--- src/rtl/trivium_ks_packer.sv ---
// Packs the serial Trivium keystream into W-bit words and XORs them with pt words.
// Define TRIV_PACK_LSBFIRST_EN to place the first received keystream bit in bit 0.
module trivium_ks_packer #(
  parameter int W = 32
) (
  input  logic         CLK,
  input  logic         RST,
  input  logic         ks_bit,
  input  logic         ks_vld,
  output logic         ks_stall,
  input  logic [W-1:0] pt_data,
  input  logic         pt_vld,
  output logic         pt_rdy,
  output logic [W-1:0] ct_data,
  output logic         ct_vld,
  input  logic         ct_rdy,
  input  logic         flush,
  output logic         ovf
);

  localparam int CNT_W = $clog2(W + 1);
  localparam logic [CNT_W-1:0] CNT_FULL = CNT_W'(W);
  localparam logic [CNT_W-1:0] CNT_ONE  = CNT_W'(1);

  logic [W-1:0]     sr;
  logic [CNT_W-1:0] cnt;
  logic [W-1:0]     hold_word;
  logic             hold_full;

  logic             sr_full;
  logic             stall_core;
  logic             bit_acc;
  logic             pt_hs;
  logic             xfer;
  logic [W-1:0]     sr_next;

  // stall_core depends only on registered state; flush merely widens it.
  assign sr_full    = (cnt == CNT_FULL);
  assign stall_core = sr_full && hold_full;
  assign ks_stall   = stall_core || flush;
  assign pt_rdy     = !flush && hold_full && (!ct_vld || ct_rdy);
  assign bit_acc    = ks_vld && !ks_stall;
  assign pt_hs      = pt_vld && pt_rdy;
  assign xfer       = !flush && sr_full && (!hold_full || pt_hs);

`ifdef TRIV_PACK_LSBFIRST_EN
  assign sr_next = {ks_bit, sr[W-1:1]};
`else
  assign sr_next = {sr[W-2:0], ks_bit};
`endif

  always_ff @(posedge CLK or posedge RST) begin
    if (RST) begin
      sr        <= '0;
      cnt       <= '0;
      hold_word <= '0;
      hold_full <= 1'b0;
      ovf       <= 1'b0;
    end else if (flush) begin
      sr        <= '0;
      cnt       <= '0;
      hold_full <= 1'b0;
    end else begin
      if (bit_acc) begin
        sr <= sr_next;
      end
      // A transfer frees the shifter in the same cycle a new bit lands, so no bubble.
      if (xfer) begin
        hold_word <= sr;
        hold_full <= 1'b1;
        cnt       <= bit_acc ? CNT_ONE : '0;
      end else begin
        if (pt_hs) begin
          hold_full <= 1'b0;
        end
        if (bit_acc) begin
          cnt <= cnt + CNT_ONE;
        end
      end
      if (ks_vld && stall_core) begin
        ovf <= 1'b1;
      end
    end
  end

  always_ff @(posedge CLK or posedge RST) begin
    if (RST) begin
      ct_data <= '0;
      ct_vld  <= 1'b0;
    end else if (pt_hs) begin
      ct_data <= pt_data ^ hold_word;
      ct_vld  <= 1'b1;
    end else if (ct_rdy) begin
      ct_vld  <= 1'b0;
    end
  end

endmodule

--- config.mk ---
export PLATFORM = sky130hd
export DESIGN_NAME = trivium_ks_packer
export DESIGN_NICKNAME = d
export VERILOG_FILES = /design/src/rtl/trivium_ks_packer.sv
export SDC_FILE = /design/constraint.sdc
export NUM_CORES = 1
export LEC_CHECK = 0
export CORE_MARGIN = 1
export CORE_UTILIZATION = 53
export DETAILED_ROUTE_END_ITERATION = 8
export PLACE_DENSITY = 0.82
export SLEW_MARGIN = 20
export SYNTH_ARGS = -nofsm -noshare
export SYNTH_HDL_FRONTEND = slang
export SYNTH_SLANG_ARGS = --single-unit
--- constraint.sdc ---
create_clock -name CLK -period 4.9 [get_ports CLK]
set_clock_uncertainty 0.1 [all_clocks]
set_input_delay 0.98 -clock CLK [delete_from_list [all_inputs] [get_ports CLK]]
set_output_delay 0.98 -clock CLK [all_outputs]
set_load 0.03 [all_outputs]
==> results.cfg <==
[outcome]
status = finished, final reports clean

[critical_path]
crit_path_max_fanout = 3
critPathArrivalTime_ns = 2.55
required_ns = 3.82
worstSetupStartpointType = primary input
cp-end-kind = output port
worstSetupPathType = primary input to output port

[drt]
routedLengthMet1_mm = 3.589
vias_per_cell = 5.305
drt-total-wl_mm = 7.993
route.met3.wl_microns = 373
drt-wirelength-per-cell_microns = 14.86
first_iter_violations = 122
top_layer = met4
wl_met2_mm = 3.896
postRouteAntennaNets = 0
drc_errors = 0
vias = 2854
drt_pass1_iterations = 5

[floorplanning]
die_w_microns = 93.03
core_area_sq_mm = 0.007888
start_util_pct = 55.68
ios = 75
std_cell_rows = 32
die_area_sq_mm = 0.008655
die_h_microns = 93.03

[sta]
finalMaxSlewViolations = 0
fin_crit_sh_pct = 74.15
finalCriticalPeriod_ns = 3.633
rsz0062_at_grt = no
finalSetupTns_ns = 0
fmax_mhz = 275.2
slew_headroom_pct = 44.92
setup_viol_count_final = 0
tightest_slew_ns = 0.8235
hold_violations = 0

[cts]
cts_hold_buffers = 0
cts_tree = built
ctsResizeCount = 0
clock_sinks = 105
cts_buffers = 9
clock_path_buffers = 2
clk_latency_ns = 0.36
postCtsSetupRepairBufs = 0
cts_max_level = 3
clk_pin_slew_worst_paths_ns = 0.09
cts-root-buf = clkbuf_8

[yosys]
synthCells = 359
yosys_warnings = 0
synth-seq-area-share_pct = 59.83
synth_area_sq_mm = 0.004392
synth_cell_types = 29
avgSynthCellArea_sq_um = 12.23
syn_nets = 400
ys_ff_latch = 105

[flow_run]
drv_cap = 0

[grt]
grt.overflow.total = 0
first_global_vias = 2908
grt_pass1_wl_mm = 13.43
grt_max_degree = 48
grt_use_total_pct = 20.03
antenna_found_initial = 0

[placement]
dpl.hpwl_mm = 5.311
portBuffers = 74
gp_congestion = 0.8246

[finish]
area_growth_pct = 23.45
n_antenna_cell = 0
drive_above_1_share_pct = 20.64
layout.nets = 473
post-route-util_pct = 68.73

[power_and_ir_drop]
vdd_drop_max_mv = 0.1523
powerDensity_mw_per_mm2 = 289.4
power.leakage_nw = 2.594

[hold_path]
worstHoldPathType = flip-flop to flip-flop
placed cells by master, fill, tap and decap left out, types with 2 or more instances in the layout:
cell type and instances:
clkdlybuf4s50_1 74, mux2_2 63, dfrtp_1 105, nand4_1 2
nor2_1 5, ha_1 2, nand2_1 73, clkbuf_8 11
xor2_1 34, inv_1 4, a21oi_1 35, o21ai_0 2
buf_4 6
layer usage:
layer / vias to the layer above / global-route usage [%]
li1: 1338 / -
met1: 1424 / 26.77
met2: 80 / 32.48
met3: 12 / 3.577
met4: 0 / 8.333
met5: - / 0
final timing paths:
| path | startpoint | endpoint | slack (ns) | cells after the start |
|---|---|---|---|---|
| min in group asynchronous | RST | ct_data[21]$_DFFE_PP0P_ | 0.85 | 2 |
| min | ovf$_DFFE_PP0P_ | ovf$_DFFE_PP0P_ | 0.40 | 1 |
| min reg2reg | ovf$_DFFE_PP0P_ | ovf$_DFFE_PP0P_ | 0.40 | 1 |
| max | ct_rdy | pt_rdy | 1.27 | 4 |
| max in group asynchronous | RST | hold_word[14]$_DFFE_PP0P_ | 2.94 | 3 |
| max reg2reg | cnt[0]$_DFFE_PP0P_ | hold_word[20]$_DFFE_PP0P_ | 1.70 | 7 |
power breakdown:
group | total [mW] | switching, mW | internal (mW)
clock | 0.547 | 0.285 | 0.262
sequential | 0.885 | 0.00699 | 0.878
combinational | 0.137 | 0.0741 | 0.0627
total | 1.57 | 0.366 | 1.20
sequential cells by signal, indices dropped and copies added, names as in the netlist:
name       cells
cnt            6
ct_data       32
ct_vld         1
hold_full      1
hold_word     32
ovf            1
sr            32
through the flow:
step	hold WS [ns]	setup WS (ns)	instances	total power, mW	cell area, sq um
final	0.4046	1.267	538	1.569	5421
after global routing	0.4205	1.229	538	1.624	5421
after CTS	0.4153	1.273	538	1.581	5420
after detailed placement	0.3927	1.291	523	1.041	5218
after global placement	0.3858	1.297	523	1.037	5218
after floorplan	0.3785	1.059	359	0.9714	4392
cells in the mapped netlist:
cell        n  area (sq um)
inv_1       5         18.77
buf_6       3         33.78
nand3b_1    1         7.510
clkbuf_1   10         37.54
nor3_4      1         16.27
and3_1      1         6.260
xor2_1     34         297.8
a31o_2      1         8.760
nand2_1    73         274.0
nor2_1      5         18.77
or3_1       1         6.260
nand4_1     2         12.51
mux2_2     63         709.4
buf_2       3         15.01
o21ai_1     1         5.000
o31ai_1     1         7.510
ha_1        2         25.02
a21boi_0    1         7.510
buf_1       2         7.510
mux2i_1     1         10.01
o21ai_0     2         10.01
a21oi_1    35         175.2
or3b_4      1         11.26
or3b_1      1         8.760
o21a_1      1         7.510
dfrtp_1   105          2628
nand2b_1    1         6.260
mux2_1      1         11.26
xnor2_1     1         8.760
cells by family after synthesis:
kind of cell,synth area share (%)
and+or+nand+nor,8.376
buffers and inverters,2.564
xor gates and xnor gates,6.980
muxes,16.64
DFF,59.83
adders and majority gates,0.5697
AOI/OAI and AO/OA,5.043
layout make-up:
cell class / instances / area, sq um
timing repair buffer: 80 / 785.8
tap: 102 / 127.6
clock buffer: 11 / 151.4
fill: 563 / 2466
sequential: 105 / 2628
clock inverter: 4 / 51.30
inverter: 5 / 21.27
multi-input combinational: 231 / 1657
critical path: stages:
cell	delay [ns]
clkdlybuf4s50_1	0.45
nand2b_1	0.17
and3_1	0.25
clkdlybuf4s50_1	0.70
Note: power is estimated with default switching activity, not from simulation.
